### config.mk
export PLATFORM = sky130hd
export DESIGN_NAME = cgra_cfg_loader
export DESIGN_NICKNAME = d
export VERILOG_FILES = /design/src/rtl/cgra_cfg_loader.sv
export SDC_FILE = /design/constraint.sdc
export NUM_CORES = 1
export LEC_CHECK = 0
export ABC_CLOCK_PERIOD_IN_PS = 1900
export CAP_MARGIN = 40
export CORE_MARGIN = 5
export CORE_UTILIZATION = 44
export CTS_CLUSTER_SIZE = 25
export DETAILED_ROUTE_END_ITERATION = 7
export PLACE_DENSITY = 0.87
export SLEW_MARGIN = 25
export SYNTH_ARGS = -nofsm -noshare
export SYNTH_HDL_FRONTEND = slang
export SYNTH_SLANG_ARGS = --single-unit
### constraint.sdc
create_clock -name clk -period 1.9 [get_ports clk]
set_clock_uncertainty 0.15 [all_clocks]
set_input_delay 0.475 -clock clk [delete_from_list [all_inputs] [get_ports clk]]
set_output_delay 0.475 -clock clk [all_outputs]
set_load 0.03 [all_outputs]
### src/rtl/cgra_cfg_loader.sv
// -----------------------------------------------------------------------------
// cgra_cfg_loader
//   Configuration sequencer for a CGRA tile's config frame chain. Pulls FH
//   bitstream words of FW bits from a valid/ready stream and, for each word,
//   presents it on cfg_data, then fires the matching cfg_strb line with
//   programmable setup, pulse and hold times. The fabric clear (clr) is held
//   high for the whole load and dropped together with the done pulse.
//
// Ports
//   clk       in   1    single clock, all state rises on it
//   rst       in   1    synchronous, active-high reset
//   start     in   1    begin a load; only looked at while idle
//   s_data    in   FW   bitstream word, frame order 0..FH-1
//   s_valid   in   1    s_data valid
//   s_ready   out  1    word accepted this cycle (decoded from state)
//   cfg_data  out  FW   to tile cfg_datai
//   cfg_strb  out  FH   to tile cfg_strbi, one-hot or zero
//   clr       out  1    to tile CLREND, high while loading
//   busy      out  1    load in progress (through the done cycle)
//   done      out  1    one-cycle pulse after the last frame's hold
// -----------------------------------------------------------------------------
module cgra_cfg_loader #(
    parameter int FW        = 32,
    parameter int FH        = 2,
    parameter int SETUP_CYC = 1,
    parameter int PULSE_CYC = 1,
    parameter int HOLD_CYC  = 1
) (
    input  logic          clk,
    input  logic          rst,
    input  logic          start,
    input  logic [FW-1:0] s_data,
    input  logic          s_valid,
    output logic          s_ready,
    output logic [FW-1:0] cfg_data,
    output logic [FH-1:0] cfg_strb,
    output logic          clr,
    output logic          busy,
    output logic          done
);

    localparam int MAX_SP = (SETUP_CYC > PULSE_CYC) ? SETUP_CYC : PULSE_CYC;
    localparam int MAX_C  = (MAX_SP > HOLD_CYC) ? MAX_SP : HOLD_CYC;
    localparam int CW     = $clog2(MAX_C + 1);
    localparam int IW     = (FH > 1) ? $clog2(FH) : 1;

    // The shared counter is loaded with (duration - 1) and the phase ends
    // in the cycle it reads zero, so each phase lasts exactly its duration.
    localparam logic [CW-1:0] SETUP_LD = CW'(SETUP_CYC - 1);
    localparam logic [CW-1:0] PULSE_LD = CW'(PULSE_CYC - 1);
    localparam logic [CW-1:0] HOLD_LD  = CW'(HOLD_CYC - 1);
    localparam logic [IW-1:0] LAST_IDX = IW'(FH - 1);

    typedef enum logic [2:0] {
        IDLE,
        FETCH,
        SETUP,
        STROBE,
        HOLD,
        DONE
    } state_t;

    state_t          state_q;
    logic [CW-1:0]   cnt_q;
    logic [IW-1:0]   idx_q;
    logic [FW-1:0]   cfg_data_q;
    logic [FH-1:0]   cfg_strb_q;
    logic            clr_q;
    logic            busy_q;
    logic            done_q;

    always_ff @(posedge clk) begin
        if (rst) begin
            state_q    <= IDLE;
            cnt_q      <= '0;
            idx_q      <= '0;
            cfg_data_q <= '0;
            cfg_strb_q <= '0;
            clr_q      <= 1'b0;
            busy_q     <= 1'b0;
            done_q     <= 1'b0;
        end else begin
            done_q <= 1'b0;
            case (state_q)
                IDLE: begin
                    if (start) begin
                        state_q <= FETCH;
                        idx_q   <= '0;
                        busy_q  <= 1'b1;
                        clr_q   <= 1'b1;
                    end
                end
                FETCH: begin
                    if (s_valid) begin
                        cfg_data_q <= s_data;
                        cnt_q      <= SETUP_LD;
                        state_q    <= SETUP;
                    end
                end
                SETUP: begin
                    if (cnt_q == '0) begin
                        state_q    <= STROBE;
                        cnt_q      <= PULSE_LD;
                        // Strobe is registered on entry so it is high exactly
                        // for the STROBE cycles.
                        cfg_strb_q <= FH'(1) << idx_q;
                    end else begin
                        cnt_q <= cnt_q - 1'b1;
                    end
                end
                STROBE: begin
                    if (cnt_q == '0) begin
                        state_q    <= HOLD;
                        cnt_q      <= HOLD_LD;
                        cfg_strb_q <= '0;
                    end else begin
                        cnt_q <= cnt_q - 1'b1;
                    end
                end
                HOLD: begin
                    if (cnt_q == '0) begin
                        if (idx_q == LAST_IDX) begin
                            state_q <= DONE;
                            done_q  <= 1'b1;
                            clr_q   <= 1'b0;
                        end else begin
                            idx_q   <= idx_q + 1'b1;
                            state_q <= FETCH;
                        end
                    end else begin
                        cnt_q <= cnt_q - 1'b1;
                    end
                end
                DONE: begin
                    // start is not sampled here; a held start begins the
                    // next load from IDLE one cycle later.
                    state_q <= IDLE;
                    busy_q  <= 1'b0;
                end
                default: begin
                    state_q <= IDLE;
                end
            endcase
        end
    end

    assign s_ready  = (state_q == FETCH);
    assign cfg_data = cfg_data_q;
    assign cfg_strb = cfg_strb_q;
    assign clr      = clr_q;
    assign busy     = busy_q;
    assign done     = done_q;

endmodule

### Yosys cells after proc, flatten, opt, wreduce, memory -nomap -nowiden

Cells that the tools add are included.
W data, S select, Z words.

| cells by class | value |
|---|---|
| reduce and logical (&&, ||, !) cells | 14 |
| bitwise gates (word level) | 1 |
| shift-type cells | 1 |
| eq/ne operators | 11 |
| mux-type cells | 23 |
| add/subtract/negate cells | 2 |

Operators with widths:

| operator | count |
|---|---|
| $mux W3 | 6 |
| $pmux W3 S5 | 1 |
| $ne A2 B2 Y1 const B | 6 |
| $mux W1 | 9 |
| $pmux W1 S2 | 4 |
| $reduce_bool A2 Y1 | 4 |
| $eq A3 B2 Y1 const B | 2 |
| $eq A3 B3 Y1 const B | 2 |
| $reduce_and A2 Y1 | 3 |
| $reduce_and A3 Y1 | 2 |
| $reduce_or A3 Y1 | 2 |
| $reduce_and A5 Y1 | 1 |
| $mux W2 | 2 |
| $pmux W2 S2 | 1 |
| $reduce_and A4 Y1 | 1 |
| $eq A3 B1 Y1 const B | 1 |
| $logic_not A3 Y1 | 1 |
| $shl A1 B1 Y2 const A | 1 |
| $add A1 B1 Y1 const B | 1 |
| $not A1 Y1 | 1 |
| $sub A1 B1 Y1 const B | 1 |

| storage, ports and cells | value |
|---|---|
| bits in registers | 42 |
| bits of input ports | 36 |
| word-level logic and storage cells | 60 |
| output and inout bits | 38 |

### Longest topological paths before layout

| depth | value |
|---|---|
| depth after elaboration | 4 |
| mapped depth | 6 |
| mapped depth without buffers | 3 |

### Worst setup path after synthesis

Ideal clock, no wire load.

| timing path | value |
|---|---|
| kind | register to output |
| start | reg state_q[0] |
| end | out s_ready |
| slack | 0.203 ns |
| required time | 1.275 ns |
| arrival | 1.072 ns |
| buffers on the path | 1 |
| stages on the path, launching flop included | 4 |
| cells stage by stage | dfxtp_1 > buf_4 > nor2b_1 > nor2b_1 |

| between the ends | value |
|---|---|
| cells in the longest elaborated chain, start to end | 1 |

RTL lines:

| what | RTL line | text |
|---|---|---|
| start, declared | 63 | `state_t state_q;` |
| start signal, assigned | 74 | `state_q <= IDLE;` |
| start signal, assigned | 87 | `state_q <= FETCH;` |
| start signal, assigned | 97 | `state_q <= SETUP;` |
| $eq A3 B1 Y1 | 147 | `assign s_ready = (state_q == FETCH);` |
| end, declared | 34 | `output logic s_ready,` |

Every way passes these cells.

### Worst setup path in the final report

| timing path | value |
|---|---|
| start | reg state_q[2] |
| end | out s_ready |

The elaborated chain is that of the path after synthesis.

==> results.py <==
metrics = {
    "floorplanning": {
        "rows": 22,
        "top_level_ports": 74,
        "die_area_mm2": 0.005122,
        "die_w_um": 71.57,
        "die_height_um": 71.57,
        "fp.coreArea_mm2": 0.003661,
        "start_util_pct": 45.56,
    },
    "cells_and_area": {
        "fin_cells": 306,
        "diodes": 0,
        "drive_gt1_share_pct": 23.26,
        "syn_to_final_growth_pct": 52.29,
        "final_nets": 293,
    },
    "clocking": {
        "clk_path_buf_depth": 2,
        "cts_root_buf": "clkbuf_8",
        "cts_buffers": 5,
        "clock_latency_ns": 0.29,
        "clkSinkCount": 41,
        "cts_hold_buf": 0,
        "cts_tree": "built",
        "clkTransAtPathRegs_ns": 0.08,
        "htreeDepth": 2,
    },
    "synthesis": {
        "yosys_warnings": 0,
        "syn_area_per_cell_um2": 8.967,
        "netlist_area_mm2": 0.001668,
        "ys_ff_latch": 41,
        "synth.largest_area_cell": "dfxtp_1",
        "synth_nets": 222,
        "synth_area_leaders": "dfxtp_1, a21oi_2, nand2_1, nand2_2, a21oi_1",
        "ys_types": 26,
        "netlist_instances": 186,
        "synth_top_cell_area_share_pct": 49.21,
        "ys_seq_area_share_pct": 49.21,
    },
    "routing": {
        "dr_total_vias": 1441,
        "postRouteAntennaNets": 0,
        "drc": 0,
        "drt_iter0_markers": 89,
        "wire_per_inst_um": 13.06,
        "dr.pass1.iters": 4,
        "via_per_inst": 4.709,
        "totalWireLength_mm": 3.996,
    },
    "sta": {
        "maxSlewHeadroom_pct": 70.73,
        "tightestPinTransition_ns": 0.4385,
        "setup_slack_ns": 0.1162,
        "grt_setup_unrepaired": "no",
        "hold_viol_final": 0,
        "period_share_pct": 93.88,
        "finalSetupViolations": 0,
        "period_minus_slack_ns": 1.784,
        "max_freq_mhz": 560.6,
        "maxSlewViolCount": 0,
    },
    "grt": {
        "antenna_found_initial": 0,
        "grt_use_total_pct": 16.41,
        "grt_first_pass_wirelength_mm": 6.762,
        "grt_pass1_vias": 1493,
        "grt_max_degree": 30,
        "grt_overflow": 0,
    },
    "pwr": {
        "ir_worst_vdd_mv": 0.8199,
        "combPwrFrac_pct": 18.2,
        "p_leak_nw": 1.044,
        "power_density_mw_per_mm2": 849.0,
        "swShare_pct": 25.49,
        "p_seq_share_pct": 42.9,
        "intPower_mw": 1.607,
        "p_clk_share_pct": 38.8,
        "switchingPower_mw": 0.5497,
    },
    "setup_path": {
        "endpoint_kind": "output port",
        "crit_type": "flip-flop to output port",
        "regToRegSetupSlack_ns": 0.38,
        "start_kind": "flip-flop",
        "reg2regPathDepth": 4,
        "crit_required_ns": 1.27,
        "crit_arrival_ns": 1.16,
        "worstPathMaxFanout": 12,
    },
    "placed_design": {
        "dp.cells": 298,
        "dp_slack_ns": -0.1707,
        "io_buffers": 73,
        "gp_congestion": 0.7356,
        "place.detailed.hpwl_mm": 2.918,
    },
    "min_path": {
        "hold_path_depth": 2,
        "hold_class": "flip-flop to flip-flop",
    },
    "flow_run": {
        "drv_cap": 0,
    },
    "status": {
        "status": "complete, no violations",
    },
}
## cell type report
class | count | area [µm²]
clock buffers | 5 | 68.82
repair buffers | 79 | 759.5
well taps | 48 | 60.06
multi-input cells | 129 | 757.0
fillers | 343 | 1121
flip-flops and latches | 41 | 822.0
clock inverters | 3 | 68.82
inverters | 1 | 3.754
## what timing repair did
action                     CTS  global route
setup endpoints to repair   37             1
setup buffers                0             0
gates resized for setup     37             2
## per-layer routing
metal	vias up	routed length, µm	track usage [%]
met3	2	359	7.574
li1	740	-	-
met4	0	24	4.175
met5	-	0	0
met1	654	1653	19.05
met2	45	1958	27.35
## cell usage in the layout (no fill, tap or decap), drive strengths merged, types with 2 or more instances in the layout
cell and n:
inv 2, nand2 66, buf 8, nor2 6, nor2b 6, mux2i 2, clkbuf 5, bufinv 2
dfxtp 41, a21oi 38, dlygate4sd2 37, clkdlybuf4s50 34
## power groups by stage
stage / combinational [mW] / sequential [mW] / clock (mW)
final: 0.393 / 0.926 / 0.838
after global routing: 0.424 / 0.932 / 0.905
after CTS: 0.397 / 0.926 / 0.864
after detailed placement: 0.422 / 0.947 / 0
after global placement: 0.416 / 0.945 / 0
after floorplan: 0.163 / 1.02 / 0
## logic make-up (layout without fill, tap and decap cells)
group	after synthesis	after routing	share of synthesized area (%)
multiplexers	2	2	1.200
buffers and inverters	16	88	6.451
flip-flops	41	41	49.21
AND/OR/NAND/NOR	84	84	22.66
AO/OA/AOI/OAI	43	43	20.48
## worst max-delay path, cell delays in order, from the launching register on
cell,delay (ns)
dfxtp_1,0.60
nor2b_1,0.09
buf_4,0.18
## registers in the layout, indices dropped and copies added (netlist names)
name and flops:
cfg_data 32, done 1, idx_q 1, cfg_strb 2, busy 1, state_q 3
clr 1
## metrics by stage
stage          hold WS [ns]  area (µm²)  TNS (ns)  power (mW)  util, %
2_1_floorplan        0.3245        1668         0       1.179        -
3_3_place_gp         0.2910        2445    -2.901       1.360    66.78
3_5_place_dp         0.3064        2445    -4.530       1.368    66.78
4_1_cts              0.3178        2536         0       2.187    69.28
5_1_grt              0.3260        2540         0       2.261    69.38
6_report             0.3161        2540         0       2.156    69.38
## cell usage after synthesis
cell type and count:
nand2_1 56, dfxtp_1 41, a21oi_2 30, nand2_2 10
a21oi_1 8, buf_2 7, nor2_1 6, nor2b_1 6
buf_1 2, buf_4 2, buf_6 2, mux2i_1 2
a2111oi_0 1, a21bo_2 1, a21o_1 1, and3_1 1
buf_12 1, clkbuf_1 1, inv_1 1, nand3_1 1
nand4bb_1 1, nor3_1 1, nor3b_1 1, nor4bb_1 1
o21ai_0 1, o21bai_1 1
## worst paths after layout
check | from | endpoint
hold / removal | cfg_data[30] | cfg_data[30]
setup reg to reg | state_q[2] | cfg_data[5]
hold reg to reg | cfg_data[30] | cfg_data[30]
setup / recovery | state_q[2] | s_ready
Note: power is estimated with default switching activity, not from simulation.
